### src/rtl/mac_dot_issuer_if.sv
// mac_dot_issuer_if: command, operand, MAC-side and result signals of the dot-product issuer
interface mac_dot_issuer_if #(parameter int LEN_W = 12);
  logic             cmd_valid;
  logic             cmd_ready;
  logic [LEN_W-1:0] cmd_len;
  logic             op_valid;
  logic             op_ready;
  logic [31:0]      op_a;
  logic [31:0]      op_b;
  logic             mac_ivalid;
  logic             mac_control;
  logic [31:0]      mac_a;
  logic [31:0]      mac_b;
  logic             mac_ovalid;
  logic [31:0]      mac_dataout;
  logic             res_valid;
  logic             res_ready;
  logic [31:0]      res_data;
  logic             err_timeout;
  logic             busy;
  modport master (
    input  cmd_valid, cmd_len, op_valid, op_a, op_b, mac_ovalid, mac_dataout, res_ready,
    output cmd_ready, op_ready, mac_ivalid, mac_control, mac_a, mac_b, res_valid, res_data,
           err_timeout, busy
  );
  modport slave (
    output cmd_valid, cmd_len, op_valid, op_a, op_b, mac_ovalid, mac_dataout, res_ready,
    input  cmd_ready, op_ready, mac_ivalid, mac_control, mac_a, mac_b, res_valid, res_data,
           err_timeout, busy
  );
endinterface

### src/rtl/mac_dot_issuer.sv
// mac_dot_issuer: issues dot-product operand pairs to an accumulating FP MAC, one element in flight
module mac_dot_issuer #(
  parameter int MAC_LAT = 9,
  parameter int LEN_W   = 12,
  parameter int TIMEOUT = 64
) (
  input  logic clock,
  input  logic resetn,
  mac_dot_issuer_if.master bus
);
  typedef enum logic [2:0] {IDLE, FETCH, ISSUE, WAIT, DONE} state_t;
  localparam int WD_W = $clog2((TIMEOUT > MAC_LAT ? TIMEOUT : MAC_LAT) + 1);
  state_t           state, state_nx;
  logic [LEN_W-1:0] n, idx;
  logic [WD_W-1:0]  wd;
  logic             last, expired;
  assign last    = idx == n - 1'b1;
  assign expired = wd == WD_W'(TIMEOUT - 1);
  assign bus.cmd_ready   = resetn && state == IDLE;
  assign bus.op_ready    = state == FETCH;
  assign bus.mac_ivalid  = state == ISSUE;
  assign bus.mac_control = state == ISSUE && idx == '0;
  assign bus.res_valid   = state == DONE;
  assign bus.busy        = state != IDLE;
  always_ff @(posedge clock or negedge resetn)
    if (!resetn) state <= IDLE;
    else state <= state_nx;
  always_comb begin
    state_nx = state;
    case (state)
      IDLE:    state_nx = bus.cmd_valid ? (bus.cmd_len == '0 ? DONE : FETCH) : IDLE;
      FETCH:   state_nx = bus.op_valid ? ISSUE : FETCH;
      ISSUE:   state_nx = WAIT;
      WAIT:    state_nx = bus.mac_ovalid ? (last ? DONE : FETCH) : (expired ? DONE : WAIT);
      DONE:    state_nx = bus.res_ready ? IDLE : DONE;
      default: state_nx = IDLE;
    endcase
  end
  always_ff @(posedge clock or negedge resetn)
    if (!resetn) begin
      n               <= '0;
      idx             <= '0;
      wd              <= '0;
      bus.mac_a       <= '0;
      bus.mac_b       <= '0;
      bus.res_data    <= '0;
      bus.err_timeout <= 1'b0;
    end else begin
      case (state)
        IDLE: if (bus.cmd_valid) begin
          n               <= bus.cmd_len;
          idx             <= '0;
          bus.err_timeout <= 1'b0;
          bus.res_data    <= '0;
        end
        FETCH: if (bus.op_valid) begin
          bus.mac_a <= bus.op_a;
          bus.mac_b <= bus.op_b;
        end
        ISSUE: wd <= '0;
        WAIT: begin
          wd <= wd + 1'b1;
          if (bus.mac_ovalid) begin
            if (last) bus.res_data <= bus.mac_dataout;
            else idx <= idx + 1'b1;
          end else if (expired) begin
            bus.err_timeout <= 1'b1;
            bus.res_data    <= 32'h7FC0_0000;
          end
        end
        default: ;
      endcase
    end
endmodule
### src/flat_wrapper.sv
// flat-port wrapper written by rule: the top's interface ports become plain ports
module mac_dot_issuer_flat 
#(
  parameter int MAC_LAT = 9,
  parameter int LEN_W   = 12,
  parameter int TIMEOUT = 64
)
  (clock, resetn, bus_cmd_valid, bus_cmd_len, bus_op_valid, bus_op_a, bus_op_b, bus_mac_ovalid, bus_mac_dataout, bus_res_ready, bus_cmd_ready, bus_op_ready, bus_mac_ivalid, bus_mac_control, bus_mac_a, bus_mac_b, bus_res_valid, bus_res_data, bus_err_timeout, bus_busy);
  mac_dot_issuer_if #(.LEN_W(LEN_W)) bus_i ();
  input  logic clock;
  input  logic resetn;
  input wire logic [$bits(bus_i.cmd_valid)-1:0] bus_cmd_valid;
  input wire logic [$bits(bus_i.cmd_len)-1:0] bus_cmd_len;
  input wire logic [$bits(bus_i.op_valid)-1:0] bus_op_valid;
  input wire logic [$bits(bus_i.op_a)-1:0] bus_op_a;
  input wire logic [$bits(bus_i.op_b)-1:0] bus_op_b;
  input wire logic [$bits(bus_i.mac_ovalid)-1:0] bus_mac_ovalid;
  input wire logic [$bits(bus_i.mac_dataout)-1:0] bus_mac_dataout;
  input wire logic [$bits(bus_i.res_ready)-1:0] bus_res_ready;
  output wire logic [$bits(bus_i.cmd_ready)-1:0] bus_cmd_ready;
  output wire logic [$bits(bus_i.op_ready)-1:0] bus_op_ready;
  output wire logic [$bits(bus_i.mac_ivalid)-1:0] bus_mac_ivalid;
  output wire logic [$bits(bus_i.mac_control)-1:0] bus_mac_control;
  output wire logic [$bits(bus_i.mac_a)-1:0] bus_mac_a;
  output wire logic [$bits(bus_i.mac_b)-1:0] bus_mac_b;
  output wire logic [$bits(bus_i.res_valid)-1:0] bus_res_valid;
  output wire logic [$bits(bus_i.res_data)-1:0] bus_res_data;
  output wire logic [$bits(bus_i.err_timeout)-1:0] bus_err_timeout;
  output wire logic [$bits(bus_i.busy)-1:0] bus_busy;
  assign bus_i.cmd_valid = bus_cmd_valid;
  assign bus_i.cmd_len = bus_cmd_len;
  assign bus_i.op_valid = bus_op_valid;
  assign bus_i.op_a = bus_op_a;
  assign bus_i.op_b = bus_op_b;
  assign bus_i.mac_ovalid = bus_mac_ovalid;
  assign bus_i.mac_dataout = bus_mac_dataout;
  assign bus_i.res_ready = bus_res_ready;
  assign bus_cmd_ready = bus_i.cmd_ready;
  assign bus_op_ready = bus_i.op_ready;
  assign bus_mac_ivalid = bus_i.mac_ivalid;
  assign bus_mac_control = bus_i.mac_control;
  assign bus_mac_a = bus_i.mac_a;
  assign bus_mac_b = bus_i.mac_b;
  assign bus_res_valid = bus_i.res_valid;
  assign bus_res_data = bus_i.res_data;
  assign bus_err_timeout = bus_i.err_timeout;
  assign bus_busy = bus_i.busy;
  mac_dot_issuer #(.MAC_LAT(MAC_LAT), .LEN_W(LEN_W), .TIMEOUT(TIMEOUT)) u_core (.clock(clock), .resetn(resetn), .bus(bus_i));
endmodule
### config.mk
export PLATFORM = sky130hd
export DESIGN_NAME = mac_dot_issuer_flat
export DESIGN_NICKNAME = d
export VERILOG_FILES = /design/src/rtl/mac_dot_issuer_if.sv /design/src/rtl/mac_dot_issuer.sv /design/src/flat_wrapper.sv
export SDC_FILE = /design/constraint.sdc
export NUM_CORES = 1
export LEC_CHECK = 0
export CORE_UTILIZATION = 40
export DETAILED_ROUTE_END_ITERATION = 6
export GPL_ROUTABILITY_DRIVEN = 1
export PLACE_DENSITY = 0.77
export SLEW_MARGIN = 20
export SYNTH_ARGS = -nofsm -noshare
export SYNTH_HDL_FRONTEND = slang
export SYNTH_SLANG_ARGS = --single-unit
### constraint.sdc
create_clock -name clock -period 2.5 [get_ports clock]
set_clock_uncertainty 0.15 [all_clocks]
set_input_delay 0.5 -clock clock [delete_from_list [all_inputs] [get_ports clock]]
set_output_delay 0.5 -clock clock [all_outputs]
set_load 0.005 [all_outputs]
==> summary.md <==
| Metric | Value |
|---|---|
| Top post-synthesis cells by area | `dfrtp_1, mux2_2, a22o_1, nand2_1, a221o_1` |
| Worst-Margin Slew | `around 750 ps` |
| Final Hold Viols | `0` |
| Post-detail-place hpwl | `about 12000 um` |
| Port buffer count | `between 200 and 250` |
| NetSw | `between 0.003 and 0.004 W` |
| RSZ-0062 raised after global routing | `yes` |
| Share of layout cells above drive strength 1 | `24.1%` |
| Post-cts hold buffer count | `0` |
| Gpl congestion | `~0.92` |
| Synth cell types | `about 50` |
| Routed WL per cell | `19.1 um` |
| Synthesized area | `between 5000 and 6000 um^2` |
| Via Count | `4900` |
| Fin crit share | `106%` |
| CTS Buf Count | `17` |
| Initial antenna violation count | `0` |
| Max-cap violations | `0` |
| Post-route setup slack | `-150 ps` |
| Mean Syn Cell Area | `~12 um^2` |
| DRT iter0 DRCs | `around 280` |
| Synth Flop Type | `dfrtp_1` |
| DR vias/cell | `~5.4` |
| Insertion delay to the later sink of the worst-skew pair | `about 420 ps` |
| N_diodes | `0` |
| Area share of the largest cell type after synthesis | `between 50% and 60%` |
| Most numerous cell in the Yosys netlist | `dfrtp_1` |
| Final Max Slew Viols | `0` |
| Crit path capture type | `flop` |
| Placed cells | `about 860` |
| Syn. warnings | `0` |
| Worst EP required | `about 2700 ps` |
| Vias in the first global route | `~5300` |
| Cell leakage power | `approximately 3.9 nW` |
| Core ar. | `~14000 um^2` |
| DIE WIDTH | `~120 um` |
| Number of synthesized flops with an enable pin | `0` |
| Multi-input logic area | `approximately 2400 um^2` |
| Clock power share | `around a quarter` |
| P&R area growth vs syn | `60.6%` |
| Die area | `roughly 15000 um^2` |
| H-Tree Depth | `4` |
| Grt total ovfl | `0` |
| Cells after Synth | `~460` |
| Post-route cell area | `approximately 9200 um^2` |
| TritonCTS clock tree | `done` |
| Row count | `between 40 and 50` |
| Syn Nets | `582` |
| Fillers | `between 1000 and 1500` |
| Post-layout min period | `roughly 2700 ps` |
| Failing checks | `negative setup slack` |
| Outcome | `complete, but fails checks` |
| Root Driver | `clkbuf_16` |
| P_int | `a little under 0.007 W` |
| Register area | `approximately 3300 um^2` |
| Clock sinks | `approximately 130` |
| Critical path type | `flop to flop` |
| Largest net degree at the start of global routing | `around 130` |
| Final setup violation count | `36` |
| Synth area leader | `dfrtp_1` |
| Class of the worst hold path | `input port to async pin` |
| TritonRoute pass-1 iters | `4` |
| Max Buffers Root-to-Sink | `2` |
| Pwr/cell area | `1090 nW/um^2` |
| Initial Utilization | `roughly two fifths` |
| Fin cells | `911` |
| Total track usage | `24.2%` |
| Clock slew at reported path FFs | `60 ps` |
| First-pass GRT wire length | `26800 um` |
| Top Ports | `roughly 220` |
| CP Launch Type | `flop` |
| Dpl cell area | `between 8000 and 9000 um^2` |
| Vert. Die Dim | `around 120 um` |
| Flop pwr share | `approximately a third` |
| Synth top cells by count | `dfrtp_1, mux2_2, nand2_1, a22o_1` |
| Post-synthesis sequential area ratio | `approximately 57%` |
| Comb power frac | `41.0%` |
| Sw Ratio | `a little under a third` |
| Slew margin rel. | `around half` |
| WP data arrival | `~2800 ps` |
| Total length of routed wires | `about 17000 um` |
| Max Freq | `roughly 380 MHz` |
| Post-synth ARST share | `100%` |
| Final Net Count | `approximately 840` |
| # DRC | `0` |
| Peak supply drop | `about 0.75 mV` |
| Antenna Nets Post-Route | `0` |
| Yosys reg bits | `~130` |
| CP Max Fanout | `7` |
registers in the layout, summed over array words and instances (netlist names):
signal and flops:
u_core.bus.mac_a 32, u_core.bus.err_timeout 1, u_core.n 12, u_core.idx 12
u_core.wd 7, u_core.state 3, u_core.bus.res_data 32, u_core.bus.mac_b 32
power groups by stage:
| stage | clock (W) | sequential (W) | combinational (W) |
|---|---|---|---|
| after global placement | 0 | 0.00332 | 0.00367 |
| final | 0.00251 | 0.00337 | 0.00409 |
| after detailed placement | 0 | 0.00337 | 0.00378 |
| after floorplan | 0 | 0.00335 | 0.00168 |
| after global routing | 0.00264 | 0.00347 | 0.00441 |
| after CTS | 0.00254 | 0.00337 | 0.00397 |
layout make-up:
cell class / instances / share of cell area [%]
Clock buffer: 21 / 5.13
Tap cell: 180 / 2.45
Inverter: 9 / 0.368
Multi-Input combinational cell: 300 / 26.3
Sequential cell: 131 / 35.8
Timing Repair Buffer: 259 / 28.6
Clock inverter: 11 / 1.39
routing by layer:
layer / track usage [%] / vias to the layer above / routed length (um)
met3: 10.5 / 31 / 1530
met1: 26.7 / 2461 / 6470
met4: 9.72 / 0 / 408
li1: - / 2203 / -
met2: 40.8 / 205 / 9020
met5: 0 / - / 0
path summary, 6_finish.rpt:
kind | depth (start not counted) | to | start | slack [ps]
min in group clock | 2 | u_core.n[11] | u_core.n[11] | 350
hold reg to reg | 2 | u_core.n[11] | u_core.n[11] | 350
setup reg to reg | 11 | u_core.bus.res_data[18] | u_core.n[0] | -150
hold / removal | 2 | u_core.bus.res_data[21] | resetn | 50
max in group asynchronous | 2 | u_core.state[0] | resetn | 1510
setup / recovery | 11 | u_core.bus.res_data[18] | u_core.n[0] | -150
through the flow:
| stage | hold slack, ps | setup TNS [ps] | utilization [%] | setup WS (ps) | power, W |
|---|---|---|---|---|---|
| 4_1_cts | 121 | -312 | 65.1 | -43.9 | 0.00988 |
| 3_3_place_gp | 330 | 0 | 59.4 | 16.1 | 0.00699 |
| 6_report | 45.5 | -3990 | 66.1 | -150 | 0.00998 |
| 3_5_place_dp | 342 | -2100 | 59.4 | -108 | 0.00715 |
| 5_1_grt | 130 | -8150 | 66.1 | -241 | 0.0105 |
| 2_1_floorplan | 54.4 | 0 | - | 52.0 | 0.00504 |
critical path: stages (launching register included):
cell and delay [ps]:
dfrtp_1 390, buf_4 130, buf_4 120, buf_4 140, nor3_2 170, xnor2_1 100, nor4_1 280, and4_4 280
o211a_4 230, o21ai_4 130, clkbuf_16 190, a22o_1 210
cell usage in the layout, fill, tap and decap left out, drive strengths merged, types with 6 or more instances in the layout:
master | Yosys | routed
buf | 12 | 42
clkbuf | 13 | 23
o21ai | 15 | 16
dfrtp | 131 | 131
inv | 9 | 10
a21oi | 6 | 6
clkinvlp | 0 | 6
a221o | 9 | 9
a22o | 27 | 27
xnor2 | 9 | 9
clkdlybuf4s50 | 0 | 213
nand3 | 14 | 14
nor4 | 9 | 9
nor2 | 13 | 13
nand2 | 55 | 55
mux2 | 65 | 65
o31ai | 6 | 6
nor3 | 7 | 7
what timing repair did:
action / CTS / global route
setup endpoints to repair: 45 / 46
setup buffers: 5 / 6
gates cloned: 4 / 2
pin swaps: 6 / 37
resized for setup: 28 / 20
logic make-up after synthesis:
group	after synthesis	share of synthesized area [%]
fa+ha+maj	4	0.876
compound gates	85	12.0
simple gates	129	11.7
flops	131	57.4
buf+inv	34	2.72
xor+xnor	12	1.84
mux	69	13.5
Power figures use the tool's default switching activity.
